**config.mk**
```make
export PLATFORM = sky130hd
export DESIGN_NAME = npu_scheduler
export DESIGN_NICKNAME = d
export VERILOG_FILES = /design/src/rtl/npu_pkg.sv /design/src/rtl/npu_sched_counter.sv /design/src/rtl/npu_scheduler.sv
export SDC_FILE = /design/constraint.sdc
export NUM_CORES = 1
export LEC_CHECK = 0
export BUFFER_PORTS_ARGS = -buffer_cell sky130_fd_sc_hd__buf_4
export CORE_UTILIZATION = 31
export DETAILED_ROUTE_END_ITERATION = 16
export GPL_TIMING_DRIVEN = 0
export PLACE_DENSITY = 0.54
export RECOVER_POWER = 25
export SLEW_MARGIN = 30
export SYNTH_ARGS = -nofsm -noshare
export SYNTH_HDL_FRONTEND = slang
export SYNTH_SLANG_ARGS = --single-unit
```
**constraint.sdc**
```tcl
create_clock -name CLK -period 2.74 [get_ports CLK]
set_input_delay 0.274 -clock CLK [delete_from_list [all_inputs] [get_ports CLK]]
set_output_delay 0.274 -clock CLK [all_outputs]
set_load 0.005 [all_outputs]
```
**src/rtl/npu_pkg.sv**
```systemverilog
// npu_pkg: shared scheduler state encoding, default widths and phase-selection helper.
package npu_pkg;

   localparam int CNT_W_DEF = 8;
   localparam int INV_W_DEF = 16;

   typedef enum logic [2:0] {
      SCHED_IDLE,
      SCHED_READ,
      SCHED_COMPUTE,
      SCHED_WRITE,
      SCHED_DONE
   } sched_state_t;

   // First phase that still has work, in READ/COMPUTE/WRITE order.
   function automatic sched_state_t next_phase(input logic rd, input logic cmp, input logic wr);
      return rd ? SCHED_READ : cmp ? SCHED_COMPUTE : wr ? SCHED_WRITE : SCHED_DONE;
   endfunction

endpackage

```
**src/rtl/npu_sched_counter.sv**
```systemverilog
// npu_sched_counter: loadable down-counter with enable, clear and zero/last flags.
module npu_sched_counter #(
   parameter int W = 8
) (
   input  logic         i_clk,
   input  logic         i_rst_n,
   input  logic         i_clr,
   input  logic         i_load,
   input  logic [W-1:0] i_load_val,
   input  logic         i_en,
   output logic         o_zero,
   output logic         o_last
);

   logic [W-1:0] r_count;

   always_ff @(posedge i_clk or negedge i_rst_n) begin
      if (!i_rst_n)
         r_count <= '0;
      else if (i_clr)
         r_count <= '0;
      else if (i_load)
         r_count <= i_load_val;
      else if (i_en && r_count != '0)
         r_count <= r_count - W'(1);
   end

   assign o_zero = r_count == '0;
   assign o_last = r_count == W'(1);

endmodule

```
**src/rtl/npu_scheduler.sv**
```systemverilog
// npu_scheduler: sequences one NPU invocation (read inputs, compute wait, write outputs)
// and drives the FIFO strobes consumed by npu_state_machine.
module npu_scheduler
   import npu_pkg::*;
#(
   parameter int CNT_W = CNT_W_DEF,
   parameter int INV_W = INV_W_DEF
) (
   input  logic             CLK,
   input  logic             RST_N,
   input  logic             sched_cfg_load,
   input  logic [CNT_W-1:0] sched_cfg_num_inputs,
   input  logic [CNT_W-1:0] sched_cfg_compute_cycles,
   input  logic [CNT_W-1:0] sched_cfg_num_outputs,
   input  logic             sched_start,
   input  logic             sched_abort,
   input  logic             npu_state_config,
   input  logic             npu_state_stall,
   input  logic             npu_input_fifo_empty,
   input  logic             npu_output_fifo_full,
   output logic             npu_sched_input_fifo_read_en,
   output logic             npu_sched_output_fifo_write_en,
   output logic             sched_busy,
   output logic             sched_done,
   output logic [INV_W-1:0] sched_invocations
);

   sched_state_t     r_state, w_next;
   logic [CNT_W-1:0] r_cfg_in, r_cfg_cmp, r_cfg_out;
   logic [INV_W-1:0] r_inv;
   logic             w_idle, w_start, w_abort, w_rd, w_wr, w_cmp_en;
   logic             w_in_zero, w_in_last, w_cmp_zero, w_cmp_last, w_out_zero, w_out_last;

   assign w_idle   = r_state == SCHED_IDLE;
   assign w_start  = w_idle & sched_start & !npu_state_config;
   assign w_abort  = !w_idle & sched_abort;
   assign w_cmp_en = (r_state == SCHED_COMPUTE) & !npu_state_stall;

   npu_sched_counter #(.W(CNT_W)) u_in_cnt (
      .i_clk      (CLK),
      .i_rst_n    (RST_N),
      .i_clr      (w_abort),
      .i_load     (w_start),
      .i_load_val (r_cfg_in),
      .i_en       (w_rd),
      .o_zero     (w_in_zero),
      .o_last     (w_in_last)
   );

   npu_sched_counter #(.W(CNT_W)) u_cmp_cnt (
      .i_clk      (CLK),
      .i_rst_n    (RST_N),
      .i_clr      (w_abort),
      .i_load     (w_start),
      .i_load_val (r_cfg_cmp),
      .i_en       (w_cmp_en),
      .o_zero     (w_cmp_zero),
      .o_last     (w_cmp_last)
   );

   npu_sched_counter #(.W(CNT_W)) u_out_cnt (
      .i_clk      (CLK),
      .i_rst_n    (RST_N),
      .i_clr      (w_abort),
      .i_load     (w_start),
      .i_load_val (r_cfg_out),
      .i_en       (w_wr),
      .o_zero     (w_out_zero),
      .o_last     (w_out_last)
   );

   always_ff @(posedge CLK or negedge RST_N) begin
      if (!RST_N) begin
         r_state   <= SCHED_IDLE;
         r_cfg_in  <= '0;
         r_cfg_cmp <= '0;
         r_cfg_out <= '0;
         r_inv     <= '0;
      end else begin
         r_state <= w_next;
         if (w_idle && sched_cfg_load) begin
            r_cfg_in  <= sched_cfg_num_inputs;
            r_cfg_cmp <= sched_cfg_compute_cycles;
            r_cfg_out <= sched_cfg_num_outputs;
         end
         if (r_state == SCHED_DONE && !sched_abort)
            r_inv <= r_inv + INV_W'(1);
      end
   end

   // Start decides its first phase from the cfg regs because the counters load on the same edge.
   always_comb begin
      w_next = r_state;
      case (r_state)
         SCHED_IDLE:
            if (w_start)
               w_next = next_phase(r_cfg_in != '0, r_cfg_cmp != '0, r_cfg_out != '0);
         SCHED_READ:
            if (w_in_zero || (w_rd && w_in_last))
               w_next = next_phase(1'b0, !w_cmp_zero, !w_out_zero);
         SCHED_COMPUTE:
            if (w_cmp_zero || (w_cmp_en && w_cmp_last))
               w_next = next_phase(1'b0, 1'b0, !w_out_zero);
         SCHED_WRITE:
            if (w_out_zero || (w_wr && w_out_last))
               w_next = SCHED_DONE;
         default:
            w_next = SCHED_IDLE;
      endcase
      if (w_abort)
         w_next = SCHED_IDLE;
   end

   always_comb begin
      w_rd = (r_state == SCHED_READ) & !npu_input_fifo_empty & !npu_state_stall & !sched_abort;
      w_wr = (r_state == SCHED_WRITE) & !npu_output_fifo_full & !npu_state_stall & !sched_abort;
      npu_sched_input_fifo_read_en   = w_rd;
      npu_sched_output_fifo_write_en = w_wr;
      sched_busy                     = !w_idle;
      sched_done                     = (r_state == SCHED_DONE) & !sched_abort;
      sched_invocations              = r_inv;
   end

endmodule
```
==> After elaboration in Yosys (flattened, before gate mapping) <==
Cells that the tools add are included.
{ "word_totals": {"input_bits": 33, "out_inout_bits": 20, "word_cells": 85, "ff_bits": 67} }
{ "op_classes": {"bitwise_logic": 11, "n_reduce_logical": 31, "mux": 20, "n_eq_ne": 11, "add_sub_neg": 4} }
{ "ops": {"columns": ["op", "n"], "rows": [
  ["8-bit 2-to-1 mux", 9],
  ["8-bit nonzero test", 6],
  ["3-bit 2-to-1 mux", 10],
  ["8-bit by 1-bit == test with 1-bit output, second input constant", 3],
  ["8-bit logical NOT", 3],
  ["8-bit by 1-bit subtractor with 8-bit output, second input constant", 3],
  ["16-bit by 1-bit adder with 16-bit output, second input constant", 1],
  ["3-bit one-hot mux with 4 select lines", 1],
  ["1-bit bitwise AND", 11],
  ["3-bit nonzero test", 3],
  ["1-bit logical AND", 8],
  ["3-bit by 2-bit == test with 1-bit output, second input constant", 2],
  ["1-bit logical NOT", 6],
  ["3-bit by 1-bit != test with 1-bit output, second input constant", 2],
  ["3-bit by 2-bit != test with 1-bit output, second input constant", 2],
  ["4-bit AND reduction", 1],
  ["3-bit by 1-bit == test with 1-bit output, second input constant", 1],
  ["3-bit == test, second input constant", 1],
  ["3-bit logical NOT", 1],
  ["1-bit logical OR", 3]
]} }

==> Depth between registers and ports, before layout <==
{ "depth": {"ltp_word": 9, "mapped_depth": 8, "ltp_nobuf": 7} }

==> Cells and area by module <==
A second synthesis with hierarchy kept.
{ "hier_totals": {"cells_unflattened": 368, "area_unflattened_um2": 3890.0} }
{ "modules_own_cells": {"columns": ["mod", "cells_each", "area_each_um2", "seq_area_each_um2", "n_inst"], "rows": [
  ["npu_scheduler", 167, 2054.5, 1076.0, 1],
  ["npu_sched_counter", 67, 611.8, 200.2, 3]
]} }

==> Least setup slack after synthesis <==
OpenSTA, ideal clock, no wires.
{ "synth_timing": {"path_type": "register -> register", "start": "register u_in_cnt.r_count[1]", "end": "register r_state[1]", "synth_period_minus_slack_ps": 1969, "t_required_ps": 2618, "setup_ps": 122, "t_arrival_ps": 1847, "slack_ps": 771, "path_stages_with_launch": 8, "n_path_buf": 0, "cell_sequence": "dfrtp_1 -> inv_1 -> ha_1 -> or4b_1 -> a2111o_1 -> a32oi_2 -> a311o_1 -> o21ai_1"} }
{ "synth_via": {"elab_chain_cells": 5, "elab_cells_between_ends": 6, "cone_classes": "2 x eq/ne; 4 x reduce/logical"} }
{ "synth_rtl": {"columns": ["element", "line", "rtl"], "rows": [
  ["start: declaration", "npu_sched_counter.sv:15", "logic [W-1:0] r_count;"],
  ["start signal: assignment", "npu_sched_counter.sv:23", "r_count <= i_load_val;"],
  ["start signal: assignment", "npu_sched_counter.sv:25", "r_count <= r_count - W'(1);"],
  ["8-bit by 1-bit == test with 1-bit output", "npu_sched_counter.sv:29", "assign o_last = r_count == W'(1);"],
  ["1-bit logical AND", "npu_scheduler.sv:99", "if (w_in_zero || (w_rd && w_in_last))"],
  ["1-bit logical OR *", "npu_scheduler.sv:99", null],
  ["3-bit by 2-bit != test with 1-bit output (no line) *", null, null],
  ["4-bit AND reduction (no line) *", null, null],
  ["end signal: assignment", "npu_scheduler.sv:80", "r_state <= w_next;"],
  ["end: declaration", "npu_scheduler.sv:28", "sched_state_t r_state, w_next;"]
]} }
Every way passes the cells marked *; elsewhere a longest branch is shown, timed or not.
A chain may end at the register's enable or synchronous reset.

==> Final worst setup path <==
{ "layout_timing": {"start": "register r_state[2]", "end": "register u_cmp_cnt.r_count[5]"} }
{ "layout_via": {"elab_chain_cells": 5, "elab_cells_between_ends": 11, "cone_classes": "1 x eq/ne; 2 x mux; 4 x bitwise; 4 x reduce/logical"} }
{ "layout_rtl": {"columns": ["element", "line", "rtl"], "rows": [
  ["3-bit logical NOT", "npu_scheduler.sv:34", "assign w_idle = r_state == SCHED_IDLE;"],
  ["1-bit bitwise AND (2 in series)", "npu_scheduler.sv:35", "assign w_start = w_idle & sched_start & !npu_state_config;"],
  ["8-bit 2-to-1 mux", "npu_sched_counter.sv:22", "else if (i_load)"],
  ["8-bit 2-to-1 mux", "npu_sched_counter.sv:20", "else if (i_clr)"],
  ["end signal: assignment", "npu_sched_counter.sv:23", null],
  ["end signal: assignment", "npu_sched_counter.sv:25", null],
  ["end: declaration", "npu_sched_counter.sv:15", null]
]} }
Parallel ways exist; a longest one is shown, timed or not.

==> impl_table.tex <==
\begin{tabular}{lr}
\hline
Metric & Value \\
\hline
\multicolumn{2}{l}{\textbf{Status}} \\
\quad Outcome & complete, but fails checks \\
\quad Failing checks & max-capacitance violations, max-slew violations \\
\multicolumn{2}{l}{\textbf{Logic synthesis}} \\
\quad Number of warning messages in the yosys log & 0 \\
\quad Syn Nets & 383 \\
\quad Gate Count Post-Synth & 340 \\
\quad Post-synth cell types & 53 \\
\quad Synth area leaders & dfrtp\_1 (47\%), mux2\_2 (8.3\%), xnor2\_1 (4.0\%), a21oi\_1 (3.7\%), ha\_1 (3.5\%) \\
\quad Post-synth ARST share & 1.00 \\
\quad Leading register cell type out of synthesis & dfrtp\_1 \\
\quad Area share of the largest cell type after synthesis & 0.474 \\
\quad Library cell with the largest summed area after synthesis & dfrtp\_1 \\
\quad Most frequent cell after synthesis & dfrtp\_1 \\
\quad Post-synth top cells & dfrtp\_1 (67), a21oi\_1 (26), mux2\_2 (26) \\
\quad Mean post-synth cell area & 10.4 sq um \\
\quad Number of enable flip-flop cells after synthesis & 0 \\
\quad Share of synthesized area occupied by flip-flops and latches & 0.474 \\
\quad Post-synth design cell area & 3540 sq um \\
\quad Register bit total from synthesis & 67 \\
\multicolumn{2}{l}{\textbf{Floorplan}} \\
\quad Number of rows created at floorplan & 38 \\
\quad Die Y & 109 microns \\
\quad Area of the die & 11800 sq um \\
\quad \# IOs & 53 \\
\quad Core Region & 11000 sq um \\
\quad Die W & 109 microns \\
\quad Initial cell density of the core & 0.322 \\
\multicolumn{2}{l}{\textbf{Clock tree}} \\
\quad Post-CTS setup-driven buffer insertion count & 0 \\
\quad CTS H-tree depth & 3 \\
\quad Clock sink count & 67 \\
\quad TritonCTS Buffers & 9 \\
\quad Hold bufs inserted after CTS & 0 \\
\quad Number of buffers on the longest clock path & 2 \\
\quad Root buf cell & clkbuf\_16 \\
\quad Count of instances resized after the clock tree is built & 0 \\
\quad Later-pin clock latency in the skew report & 0.32 ns \\
\quad Clock transition at the register clock pins on the worst setup and hold paths after CTS & 0.06 ns \\
\quad Clock tree from TritonCTS & done \\
\multicolumn{2}{l}{\textbf{Job}} \\
\quad Reported max-cap violation count & 1 \\
\multicolumn{2}{l}{\textbf{STA}} \\
\quad Rel. slew slack & -0.109 \\
\quad Tightest Pin Transition & 1.66 ns \\
\quad Fmax & 0.403 GHz \\
\quad Setup Skew & 0.00457 ns \\
\quad Setup repair after global routing missed its margin & no \\
\quad Total Neg Setup Slack & 0 ns \\
\quad Number of endpoints failing setup at the final stage & 0 \\
\quad Final number of max-transition violations & 68 \\
\quad Part of the cycle the worst path needs & 0.905 \\
\quad Number of failing hold endpoints at the final stage & 0 \\
\quad Shortest clock period the worst path allows after layout & 2.48 ns \\
\multicolumn{2}{l}{\textbf{Layout}} \\
\quad Net count, final & 445 \\
\quad Final-layout fill cell count & 1050 \\
\quad Synth-to-Final Area Change & 25.6\% \\
\quad Utilization after layout & 0.405 \\
\quad Share of final-layout standard cells stronger than drive strength 1 & 0.273 \\
\quad Inserted Diodes & 0 \\
\quad FF/Latch Area & 1680 sq um \\
\quad Footprint of the multi-input gates & 1760 sq um \\
\multicolumn{2}{l}{\textbf{Worst setup path}} \\
\quad Category of the worst setup path capture point & flop \\
\quad CP startpoint kind & flop \\
\quad Logic depth of the worst register-to-register path & 6 \\
\quad First element of the critical path & r\_state[2] \\
\quad Crit path arrival time & 2.72 ns \\
\quad Worst r2r src & r\_state[2] \\
\quad Worst reg2reg setup slack & 0.26 ns \\
\quad Setup crit end & u\_cmp\_cnt.r\_count[5] \\
\quad Terminus of the critical flop-to-flop path & u\_cmp\_cnt.r\_count[5] \\
\quad Worst Path Max Fanout & 10 \\
\quad Critical Setup Path Class & reg2reg \\
\quad WP data required & 2.98 ns \\
\multicolumn{2}{l}{\textbf{Route}} \\
\quad Number of DRC violations after detailed routing & 0 \\
\quad Vias per Instance & 5.09 \\
\quad Average wire length per cell after detail routing & 15.3 microns \\
\quad ANT nets after route & 0 \\
\quad Detailed-router iteration count before antenna repair & 4 \\
\quad Final wirelength & 8.36 mm \\
\quad Via Count & 2786 \\
\quad Iter 0 DRT Violations & 140 \\
\multicolumn{2}{l}{\textbf{Place}} \\
\quad Final weighted congestion in routability-driven placement & 0.824 \\
\quad Detailed placement HPWL & 6.11 mm \\
\quad Count of input and output buffers & 51 \\
\multicolumn{2}{l}{\textbf{Global routing}} \\
\quad Number of antenna violations at the first check in global routing & 0 \\
\quad Pin count of the biggest net entering global routing & 68 \\
\quad Wire length of the first global-routing pass & 13.7 mm \\
\quad Overall overflow remaining after global route & 0 \\
\quad Via count of the first global-routing pass & 2736 \\
\quad Total Routing Usage GR & 0.152 \\
\multicolumn{2}{l}{\textbf{Pwr}} \\
\quad Power Dens Cells & 1040 nW/um\^{}2 \\
\quad Leakage power of the design & 1.95 nW \\
\quad Max VDD drop & 0.000345 V \\
\multicolumn{2}{l}{\textbf{Worst hold path}} \\
\quad Worst min-delay path class & in2reg \\
\hline
\end{tabular}
-- worst max-delay path: stages, from the launching register on --
cell and delay, ns:
dfrtp_1 0.47, nor3_2 0.48, mux2i_1 0.49, a31o_2 0.19
clkbuf_1 0.32, nand2_1 0.24, o2bb2ai_1 0.20
-- worst min path at each step --
stage	from	to	slack, ns	depth (start not counted)
2_1_floorplan	RST_N	r_cfg_cmp[0]	-0.02	0
3_3_place_gp	RST_N	r_cfg_cmp[6]	0.45	1
3_5_place_dp	RST_N	r_cfg_cmp[6]	0.44	1
4_1_cts	RST_N	u_out_cnt.r_count[6]	0.09	1
5_1_grt	sched_cfg_num_inputs[0]	r_cfg_in[0]	0.17	2
6_report	sched_cfg_num_inputs[2]	r_cfg_in[2]	0.18	2
-- cell families after synthesis --
group                    Yosys count  share of synthesized area
AO/OA/AOI/OAI                     80                      0.145
adder cells (fa/ha/maj)           10                     0.0353
flip-flops                        67                      0.474
AND/OR/NAND/NOR                  109                      0.175
XOR/XNOR                          21                     0.0520
multiplexers                      28                     0.0884
buffers and inverters             25                     0.0300
-- flip-flops by register name, indices dropped and copies added (netlist names) --
name / count
sched_invocations: 16
u_out_cnt.r_count: 8
u_in_cnt.r_count: 8
r_cfg_in: 8
r_cfg_cmp: 8
r_cfg_out: 8
r_state: 3
u_cmp_cnt.r_count: 8
-- metrics by stage --
step	std cells	cell area [sq um]	setup WS (ns)	hold WS (ns)	power, mW
after floorplan	340	3540	0.771	-0.0216	2.82
after global placement	531	4100	0.309	0.445	3.28
after detailed placement	531	4100	0.300	0.442	3.32
after CTS	547	4450	0.285	0.0886	4.68
after global routing	547	4450	0.0579	0.172	4.97
final	547	4450	0.261	0.177	4.63
-- where the power goes --
group	leakage (nW)	switching, mW	internal [mW]
Sequential	0.848	0.346	1.36
Combinational	0.928	0.857	0.739
Clock	0.173	0.418	0.914
-- layout by cell type, fill, tap and decap left out, types with 3 or more instances in the layout --
cell / n
xnor2_1: 16
nor4_1: 12
mux2_2: 26
o2bb2ai_1: 10
nand2b_1: 3
buf_4: 50
nand4_1: 4
buf_2: 4
or3_1: 3
ha_1: 10
and2_1: 4
dfrtp_1: 67
clkbuf_16: 9
inv_1: 12
nor3_1: 12
and3_1: 6
bufinv_16: 3
a21oi_1: 26
o21ai_0: 24
nand2_1: 17
nor2_1: 21
clkbuf_1: 7
xor2_1: 5
nand3_1: 12
-- metal layers --
metal | track usage | vias up | wire (microns)
met5 | 0 | - | 0
met3 | 0.0371 | 10 | 417
li1 | - | 1366 | -
met1 | 0.204 | 1331 | 3990
met2 | 0.228 | 79 | 3780
met4 | 0.0772 | 0 | 178
-- cell type report --
cell class                 instances  share of cell area
inverter                          13              0.0110
tap                              140              0.0394
sequential                        67               0.377
multi-input combinational        248               0.395
clock inverter                     6              0.0253
buffer                            12              0.0129
clock buffer                      10              0.0537
timing repair buffer              51              0.0855
Note: power is estimated with default switching activity, not from simulation.
